[config.mk]
export PLATFORM = sky130hd
export DESIGN_NAME = intra_mode_decision
export DESIGN_NICKNAME = d
export VERILOG_FILES = /design/src/rtl/intra_pkg.sv /design/src/rtl/intra_cost_calc.sv /design/src/rtl/intra_mode_decision.sv
export SDC_FILE = /design/constraint.sdc
export NUM_CORES = 1
export LEC_CHECK = 0
export ABC_AREA = 1
export CAP_MARGIN = 20
export CELL_PAD_IN_SITES_DETAIL_PLACEMENT = 0
export CELL_PAD_IN_SITES_GLOBAL_PLACEMENT = 1
export CORE_MARGIN = 3
export CORE_UTILIZATION = 48
export CTS_CLUSTER_SIZE = 24
export DETAILED_ROUTE_END_ITERATION = 12
export DONT_BUFFER_PORTS = 1
export PLACE_DENSITY_LB_ADDON = 0.1
export SLEW_MARGIN = 20
export SYNTH_ARGS = -nofsm -noshare
export SYNTH_HDL_FRONTEND = slang
export SYNTH_HIERARCHICAL = 1
export SYNTH_SLANG_ARGS = --single-unit
[constraint.sdc]
create_clock -name clk -period 3.5 [get_ports clk]
set_input_delay 0.175 -clock clk [delete_from_list [all_inputs] [get_ports clk]]
set_output_delay 0.175 -clock clk [all_outputs]
set_load 0.02 [all_outputs]
[src/rtl/intra_pkg.sv]
// Shared intra-prediction constants: cost width, mode encodings, bit estimates, FSM states.
package intra_pkg;

   localparam int LAMBDA_W = 7;
   // SAD (16b) plus lambda*bits (max 91*15) never exceeds 17 bits.
   localparam int COST_W   = 17;

   typedef enum logic [3:0] {
      I4_V = 4'd0, I4_H, I4_DC, I4_DDL, I4_DDR, I4_VR, I4_HD, I4_VL, I4_HU
   } i4_mode_e;

   typedef enum logic [3:0] {
      I16_V = 4'd0, I16_H, I16_DC, I16_PLANE
   } i16_mode_e;

   localparam int I4_NUM_MODES  = 9;
   localparam int I16_NUM_MODES = 4;

   localparam logic [3:0] BITS_PRED  = 4'd1;
   localparam logic [3:0] BITS_OTHER = 4'd4;

   typedef enum logic [1:0] {
      S_IDLE  = 2'd0,
      S_ACC   = 2'd1,
      S_DRAIN = 2'd2
   } state_e;

endpackage

[src/rtl/intra_cost_calc.sv]
// Two-stage cost pipe: stage 1 registers lambda*bits, stage 2 registers SAD+product.
// Two cycles of latency, no stall; flush_i clears both valid bits.
module intra_cost_calc
   import intra_pkg::*;
#(
   parameter int SAD_W  = 16,
   parameter int BITS_W = 4,
   parameter int MODE_W = 4
) (
   input  logic                clk,
   input  logic                rst_n,
   input  logic                flush_i,
   input  logic                in_vld_i,
   input  logic [LAMBDA_W-1:0] lambda_i,
   input  logic [SAD_W-1:0]    sad_i,
   input  logic [BITS_W-1:0]   bits_i,
   input  logic [MODE_W-1:0]   mode_i,
   input  logic                last_i,
   output logic                cost_vld_o,
   output logic [SAD_W:0]      cost_o,
   output logic [MODE_W-1:0]   mode_o,
   output logic                last_o
);

   localparam int PROD_W = LAMBDA_W + BITS_W;
   localparam int CW     = SAD_W + 1;

   logic              v1_q, v2_q;
   logic [SAD_W-1:0]  sad_q;
   logic [PROD_W-1:0] prod_q;
   logic [MODE_W-1:0] mode1_q, mode2_q;
   logic              last1_q, last2_q;
   logic [CW-1:0]     cost_q;

   always_ff @(posedge clk or negedge rst_n) begin
      if (!rst_n) begin
         v1_q    <= 1'b0;
         v2_q    <= 1'b0;
         sad_q   <= '0;
         prod_q  <= '0;
         mode1_q <= '0;
         mode2_q <= '0;
         last1_q <= 1'b0;
         last2_q <= 1'b0;
         cost_q  <= '0;
      end else begin
         v1_q    <= in_vld_i & ~flush_i;
         v2_q    <= v1_q & ~flush_i;
         sad_q   <= sad_i;
         prod_q  <= PROD_W'(lambda_i) * PROD_W'(bits_i);
         mode1_q <= mode_i;
         last1_q <= last_i;
         cost_q  <= CW'(sad_q) + CW'(prod_q);
         mode2_q <= mode1_q;
         last2_q <= last1_q;
      end
   end

   assign cost_vld_o = v2_q;
   assign cost_o     = cost_q;
   assign mode_o     = mode2_q;
   assign last_o     = last2_q;

endmodule

[src/rtl/intra_mode_decision.sv]
// RD intra mode selector: picks min(SAD + lambda*bits) per block; done_o two edges after last candidate.
// Candidates accepted every cycle with no backpressure; start_i aborts and restarts any block.
module intra_mode_decision
   import intra_pkg::*;
#(
   parameter int SAD_W  = 16,
   parameter int BITS_W = 4,
   parameter int MODE_W = 4
) (
   input  logic                clk,
   input  logic                rst_n,
   input  logic                start_i,
   input  logic [6:0]          lambda_i,
   input  logic                mode_valid_i,
   input  logic [MODE_W-1:0]   mode_i,
   input  logic [SAD_W-1:0]    sad_i,
   input  logic [BITS_W-1:0]   bits_i,
   input  logic                last_i,
   output logic                busy_o,
   output logic                done_o,
   output logic [MODE_W-1:0]   best_mode_o,
   output logic [SAD_W:0]      best_cost_o
);

   state_e              state_q;
   logic                busy_q, done_q;
   logic [LAMBDA_W-1:0] lambda_q;
   logic [MODE_W-1:0]   best_mode_q;
   logic [SAD_W:0]      best_cost_q;

   logic                accept;
   logic                cost_vld;
   logic [SAD_W:0]      cost;
   logic [MODE_W-1:0]   cost_mode;
   logic                cost_last;

   // A candidate coinciding with start_i belongs to the aborted block.
   assign accept = (state_q == S_ACC) && mode_valid_i && !start_i;

   intra_cost_calc #(
      .SAD_W  (SAD_W),
      .BITS_W (BITS_W),
      .MODE_W (MODE_W)
   ) u_cost (
      .clk        (clk),
      .rst_n      (rst_n),
      .flush_i    (start_i),
      .in_vld_i   (accept),
      .lambda_i   (lambda_q),
      .sad_i      (sad_i),
      .bits_i     (bits_i),
      .mode_i     (mode_i),
      .last_i     (last_i),
      .cost_vld_o (cost_vld),
      .cost_o     (cost),
      .mode_o     (cost_mode),
      .last_o     (cost_last)
   );

   always_ff @(posedge clk or negedge rst_n) begin
      if (!rst_n) begin
         state_q     <= S_IDLE;
         busy_q      <= 1'b0;
         done_q      <= 1'b0;
         lambda_q    <= '0;
         best_mode_q <= '0;
         best_cost_q <= '0;
      end else begin
         done_q <= 1'b0;
         if (start_i) begin
            state_q     <= S_ACC;
            busy_q      <= 1'b1;
            lambda_q    <= lambda_i;
            best_cost_q <= '1;
            best_mode_q <= '0;
         end else begin
            // Strict compare keeps the earlier candidate on a tie.
            if (cost_vld && (cost < best_cost_q)) begin
               best_cost_q <= cost;
               best_mode_q <= cost_mode;
            end
            case (state_q)
               S_ACC: begin
                  if (accept && last_i) state_q <= S_DRAIN;
               end
               S_DRAIN: begin
                  if (cost_vld && cost_last) begin
                     state_q <= S_IDLE;
                     busy_q  <= 1'b0;
                     done_q  <= 1'b1;
                  end
               end
               default: state_q <= S_IDLE;
            endcase
         end
      end
   end

   assign busy_o      = busy_q;
   assign done_o      = done_q;
   assign best_mode_o = best_mode_q;
   assign best_cost_o = best_cost_q;

endmodule

# After elaboration in Yosys (flattened, before gate mapping)
# Index checks and enable logic that the tools add are counted.
[word_totals]
reg_bits = 88
in_bits = 36
out_inout_bits = 23
word_cells = 50
[op_classes]
add_sub_neg = 1
mul = 1
n_lt_le_gt_ge = 1
eq_ne = 4
mux = 14
bitwise_logic = 3
reduce_logical = 11
[ops]
columns = ["cell", "n"]
rows = [
  ["17-bit two-way mux", 2],
  ["16-bit by 11-bit adder with 17-bit output", 1],
  ["17-bit < comparator", 1],
  ["7-bit by 4-bit multiplier with 11-bit output", 1],
  ["4-bit two-way mux", 2],
  ["1-bit two-way mux", 6],
  ["2-bit two-way mux", 3],
  ["2-bit nonzero test", 3],
  ["1-bit logical AND", 5],
  ["2-bit case mux with 2 select lines", 1],
  ["2-bit AND reduction", 2],
  ["3-bit by 2-bit != test with 1-bit output (second input constant)", 1],
  ["3-bit != test (second input constant)", 1],
  ["1-bit AND", 2],
  ["2-bit by 1-bit == test with 1-bit output (second input constant)", 1],
  ["2-bit == test (second input constant)", 1],
  ["1-bit zero test", 1],
  ["1-bit NOT", 1],
]

# Depth between registers and ports, before layout
# Gate-level depths: netlist of run 1.
[logic_depth]
word_depth = 7
ltp_mapped = 14
depth_no_buf = 13

# Modules after synthesis
# The synthesis of run 1 kept the hierarchy.
[modules_own_cells]
columns = ["mod", "n_inst", "cells_per_inst", "area_per_inst_um2", "seq_area_each_um2"]
rows = [
  ["intra_cost_calc", 1, 362, 3111.7, 1401.3],
  ["intra_mode_decision", 1, 236, 1888.1, 800.8],
]

# Worst setup path before layout of run 1
# No wires, ideal clock.
[synth_path]
path_type = "reg2reg"
startpoint = "register lambda_q[0]"
endpoint = "register u_cost.prod_q[10]"
setup_ns = 0.116
t_arrival_ns = 2.507
t_required_ns = 3.384
slack_ns = 0.877
path_stages_with_launch = 11
path_buffers = 0
period_less_slack_ns = 2.623
cell_sequence = "dfrtp_1 nand2_1 fa_1 inv_1 fa_1 inv_1 fa_1 o21ai_2 nand3_1 nand3_1 nand2_1"
[synth_via]
elab_chain_cells = 1
[synth_rtl]
columns = ["element", "line", "source"]
rows = [
  ["from (decl)", "intra_mode_decision.sv:27", "logic [LAMBDA_W-1:0] lambda_q;"],
  ["from (signal assigned)", "intra_mode_decision.sv:73", "lambda_q <= lambda_i;"],
  ["7-bit by 4-bit multiplier with 11-bit output", "intra_cost_calc.sv:50", "prod_q <= PROD_W'(lambda_i) * PROD_W'(bits_i);"],
  ["to (signal assigned)", "intra_cost_calc.sv:50", ""],
  ["to (decl)", "intra_cost_calc.sv:30", "logic [PROD_W-1:0] prod_q;"],
]
# No other way between the ends.
# A chain may end at the register's enable or synchronous reset.

# Worst setup path in the final report of run 1
[layout_path]
startpoint = "register lambda_q[0]"
endpoint = "register u_cost.prod_q[8]"
# The elaborated chain is that of the path after synthesis.

==> results of run 1 <==
[routing by layer]
metal,track usage [%],share of wire (%)
met4,5.95,1.6
met2,30.7,49
met3,5.01,4.4
met5,0,0
met1,24.7,45
[power breakdown]
group | switching, uW | internal, uW
Combinational | 574 | 392
Sequential | 142 | 1180
Clock | 368 | 424
Total | 1080 | 2000
[cell families after synthesis]
logic type	synth area share (%)
simple gates	26.3
flops	44.0
fa+ha+maj	14.9
compound gates	3.20
xor+xnor	1.93
buf+inv	9.66
[final cells by class]
cell class	count	area, sq um	share of cell area, %
tap	133	166	2.92
timing repair buffer	35	365	6.41
sequential	88	2200	38.6
multi-input combinational	388	2310	40.6
inverter	113	424	7.44
clock inverter	6	91.3	1.60
clock buffer	10	138	2.41
[cell usage after synthesis, drive strengths merged, types with 2 or more instances]
cell type	n	area share, %
or2	15	1.9
dfrtp	88	44
ha	42	11
a21oi	15	1.5
nand4	7	0.88
buf	4	0.80
fa	11	4.4
nand2	207	16
nor2	24	2.1
xnor2	2	0.35
a21boi	2	0.30
xor2	9	1.6
o21ai	2	0.28
inv	112	8.4
clkbuf	5	0.38
nand3	41	4.3
nor3	2	0.20
[how the worst max path moves through the flow]
stage,startpoint,end,cells past startpoint
after global placement,lambda_q[0],u_cost/prod_q[10],10
after CTS,lambda_q[0],u_cost/prod_q[8],10
after detailed placement,lambda_q[0],u_cost/prod_q[10],10
after floorplan,lambda_q[0],u_cost/prod_q[10],10
final,lambda_q[0],u_cost/prod_q[8],10
after global routing,lambda_q[3],u_cost/prod_q[9],12
[sequential cells by signal, indices dropped and copies added, names as in the netlist]
name / count
best_cost_o: 17
best_mode_o: 4
busy_o: 1
done_o: 1
lambda_q: 7
state_q: 2
u_cost/cost_o: 17
u_cost/cost_vld_o: 1
u_cost/last1_q: 1
u_cost/last_o: 1
u_cost/mode1_q: 4
u_cost/mode_o: 4
u_cost/prod_q: 11
u_cost/sad_q: 16
u_cost/v1_q: 1
[worst reg2reg max path, delay by kind of cell, from the launching register on]
| kind | cells | cell delay [ns] |
|---|---|---|
| compound gates | 1 | 0.21 |
| xor+xnor | 1 | 0.13 |
| fa+ha+maj | 3 | 1.56 |
| buf+inv | 2 | 0.12 |
| flops | 1 | 0.42 |
| simple gates | 3 | 0.24 |
[metrics by stage]
stage               area, sq um  setup slack, ns  std cells  hold WS [ns]
floorplan                  5000            0.877        598        -0.121
global placement           5110            0.779        723        -0.118
detailed placement         5110            0.747        723        -0.118
CTS                        5700            0.724        773      0.000895
global route               5700            0.577        773        0.0136
finish                     5700            0.735        773        0.0266
==> impl_metrics.toml, run 1 <==
[cts]
root_buffer = "clkbuf_8"
cts_max_level = 3
post-cts-setup-buffers = 0
clkLatencyLatePin_ns = 0.35
cts_buffer_depth = 2
cts_made_buffers = 9
clock-sinks = 88
cts_resized = 0
ctsHoldBuffers = 34
cts_tree = "done"
path_clk_slew_ns = 0.08

[routing]
dr.pass1.iters = 5
via_per_inst = 4.75
wl_microns = 9870
num_vias = 3668
drc = 0
drt-initial-drc-count = 131
ant_nets = 0
routedWlPerCell_microns = 12.8

[die]
core_sq_um = 9950
start_util_pct = 50.2
rows = 36
ios = 59
die_area_sq_um = 11700
fp.dieW_microns = 108
die_height_microns = 108

[sta]
setup_viol = 0
skew_ns = 0.00528
worstMarginPinSlew_ns = 0.605
min_period_ns = 2.77
hold_violations = 0
maxSlewViolCount = 0
setup_tns_ns = 0
fmax_mhz = 362
rsz0062_at_grt = "no"
post-route-period-util_pct = 79.0
slew-limit-headroom_pct = 59.5

[cells_and_area]
drive_gt1_share_pct = 8.91
layout_common_cells = "nand2_1 (192), inv_1 (112), dfrtp_1 (88)"
area_delta_synth_final_pct = 14.0
final.fill_count = 927
final_common_cell = "nand2_1"
fin_util_pct = 57.3
diodes = 0
nNetsFinal = 724

[worst_setup_path]
startpoint_type = "flip-flop"
end_kind = "flip-flop"
critPathMaxFanout = 5
cp_slowest_cell = "fa_1"
cp.arrival_ns = 3.05
rr_endpoint = "u_cost/prod_q[8]"
critPathTopFamily = "adder cells"
rrSetupSlack_ns = 0.73
r2r_start = "lambda_q[0]"
path_class = "flip-flop to flip-flop"
cp_data_required_time_ns = 3.78
rr_worst_depth = 10
path_cells = "nand2_1 -> fa_1 -> inv_1 -> fa_1 -> inv_1 -> fa_1 -> o21ai_2 -> nand2_1 -> nand2_1 -> xor2_1"
slowest_delay_ns = 0.56
crit_buf_inv = 2

[worst_hold_path]
whs_path_depth = 3
hp-class = "input port to flip-flop"
hold_end = "best_cost_o[7]"
hold_start = "start_i"

[outcome]
outcome = "complete, no violations"

[global_routing]
grt_max_degree = 89
grt_overflow_total = 0
grt_pass1_wl_microns = 17200
grt_antenna_before_repair = 0
track_usage_pct = 18.9
first_global_vias = 3671

[power_and_ir_drop]
vdd_drop_max_v = 0.000314
p_leak_uw = 0.00325
powerDensity_nw_per_um2 = 540
fin_total_pwr_uw = 3080

[logic_synthesis]
synth_cell_types = 36
seq_area_frac_synth_pct = 44.0
yosysWarningCount = 6
syn_inst = 598
synth_seq_cells = 88
synth_area_sq_um = 5000
yosys_most_used_dff = "dfrtp_1"
synth_fp_nets = 687
syn_area_per_cell_sq_um = 8.36
synth_edf_count = 0
async_flop_share_pct = 100

[placed_design]
port_buffers = 0
finalWeightedCongestion = 0.824
hpwl_microns = 7140

[run]
max_cap_violations = 0
(Power assumes the default switching activity.)
==> run 2: changes to the inputs <==
--- a/config.mk
+++ b/config.mk
@@ -10,7 +10,7 @@
 export CELL_PAD_IN_SITES_DETAIL_PLACEMENT = 0
 export CELL_PAD_IN_SITES_GLOBAL_PLACEMENT = 1
 export CORE_MARGIN = 3
-export CORE_UTILIZATION = 48
+export CORE_UTILIZATION = 43
 export CTS_CLUSTER_SIZE = 24
 export DETAILED_ROUTE_END_ITERATION = 12
 export DONT_BUFFER_PORTS = 1
==> constraint.sdc (replaced) <==
create_clock -name clk -period 2.45 [get_ports clk]
set_input_delay 0.1225 -clock clk [delete_from_list [all_inputs] [get_ports clk]]
set_output_delay 0.1225 -clock clk [all_outputs]
set_load 0.02 [all_outputs]
==> impl_metrics.toml, run 2 (same netlist as run 1, synthesis figures left out) <==
[outcome]
outcome = "complete, but fails checks"
violations = "negative setup slack"

[placed_design]
hpwl_microns = 7250
finalWeightedCongestion = 0.845
port_buffers = 0
pre_cts_ws_ns = -0.0737

[die]
die_height_microns = 114
die_area_sq_um = 13000
fp.dieW_microns = 114
ios = 59
rows = 38
core_sq_um = 11100
start_util_pct = 45.1

[sta]
fmax_mhz = 397
setup_viol = 5
maxSlewViolCount = 0
post-route-period-util_pct = 103
hold_violations = 0
slew-limit-headroom_pct = 36.2
worstMarginPinSlew_ns = 0.954
skew_ns = 0.00900
setup_ws_ns = -0.0697
rsz0062_at_grt = "yes"
min_period_ns = 2.52

[worst_setup_path]
crit_path_frequent_cell = "nand2_1"
startpoint_type = "flip-flop"
path_class = "flip-flop to flip-flop"
end_kind = "flip-flop"
critPathTopFamily = "adder cells"
slowest_delay_ns = 0.52
path_cells = "nand2_1 -> inv_2 -> fa_1 -> inv_1 -> fa_1 -> inv_2 -> ha_4 -> nand2_2 -> o21ai_4 -> nand2_1 -> nand2_1 -> xor2_1"
cp_data_required_time_ns = 2.71
critPathMaxFanout = 4
crit_buf_inv = 3
cp.arrival_ns = 2.78
cp_slowest_cell = "fa_1"

[cts]
clock-sinks = 88
path_clk_slew_ns = 0.07
clkLatencyLatePin_ns = 0.34
cts_made_buffers = 9
cts_max_level = 3
root_buffer = "clkbuf_16"
cts_buffer_depth = 2
cts_tree = "done"

[cells_and_area]
nNetsFinal = 741
final_common_cell = "nand2_1"
multi_input_area_sq_um = 2420
area_delta_synth_final_pct = 19.7
final.fill_count = 1035
layout_common_cells = "nand2_1 (189), inv_1 (106), dfrtp_1 (87)"
diodes = 0
register_area_sq_um = 2200
drive_gt1_share_pct = 14.0
fin_util_pct = 54.0

[routing]
routedWlPerCell_microns = 12.4
wl_microns = 9910
ant_nets = 0
dr.pass1.iters = 4
num_vias = 3686
via_per_inst = 4.63
drc = 0
drt-initial-drc-count = 152

[global_routing]
grt_antenna_before_repair = 0
track_usage_pct = 17.1
grt-busiest-layer = "met2"
use_met2_pct = 27.4
grt_max_degree = 89
first_global_vias = 3750
grt_util_met1_pct = 22.9
grt_pass1_wl_microns = 17600
grtUsageMet3_pct = 3.61
grt_overflow_total = 0

[power_and_ir_drop]
fin_total_pwr_uw = 4690
p_leak_uw = 0.00336
vdd_drop_max_v = 0.000402
powerDensity_nw_per_um2 = 783

[run]
max_cap_violations = 0

[worst_hold_path]
hp-class = "input port to flip-flop"
==> run 2: changes by cell type in the layout (fill, tap and decap cells not counted), moves of 4 or more <==
cell / delta
ha_1: -4
clkbuf_16: +9
inv_2: +6
inv_1: -6
clkbuf_8: -9
buf_4: +17
ha_4: +4
==> run 2: final cells by class <==
class	count	share of cell area [%]
Timing Repair Buffer	52	8.24
Clock buffer	11	4.06
Tap cell	140	2.93
Clock inverter	4	0.502
Multi-Input combinational cell	388	40.4
Inverter	113	7.09
Sequential cell	88	36.8
==> run 2: timing repair <==
| action | CTS | global route |
|---|---|---|
| endpoints found under the hold margin | 139 | 0 |
| gates resized for setup | 2 | 14 |
| setup buffers | 0 | 4 |
| endpoints found under the setup margin | 5 | 6 |
| hold buffers | 34 | 0 |
| pin swaps | 6 | 11 |
==> run 2: power breakdown <==
part,switching [uW],internal [uW]
registers,206,1690
clock network,557,713
logic,862,658
total,1630,3060
==> run 2: worst paths after layout <==
| kind | startpoint | to | slack [ns] | depth (start not counted) |
|---|---|---|---|---|
| setup / recovery | lambda_q[1] | u_cost/prod_q[8] | -0.07 | 12 |
| hold / removal | mode_valid_i | state_q[1] | 0.06 | 4 |
| setup reg to reg | lambda_q[1] | u_cost/prod_q[8] | -0.07 | 12 |
| hold reg to reg | u_cost/last1_q | u_cost/last_o | 0.35 | 0 |
| max in group asynchronous | rst_n | lambda_q[4] | 1.76 | 2 |
| min in group asynchronous | rst_n | u_cost/last_o | 0.35 | 2 |
==> run 2: per-layer routing <==
metal	wire length [microns]	vias up
met5	0	-
met4	130	0
met3	294	11
met2	4600	48
met1	4880	1690
li1	-	1937
==> run 2: worst register-to-register path, delay by kind of cell (launching register included) <==
kind	cells	cell delay, ns
buffers and inverters	3	0.13
DFF	1	0.39
AOI/OAI and AO/OA	1	0.17
xor gates and xnor gates	1	0.15
and+or+nand+nor	4	0.29
adders and majority gates	3	1.30
==> run 2: stage by stage <==
step / TNS, ns / hold slack, ns / instance area [sq um] / cells
after floorplan: 0 / -0.173 / 5050 / 598
after global placement: -0.107 / -0.171 / 5270 / 743
after detailed placement: -0.280 / -0.171 / 5270 / 743
after CTS: -0.249 / 0.0428 / 5900 / 792
after global routing: -0.930 / 0.116 / 5990 / 796
final: -0.202 / 0.0597 / 5990 / 796
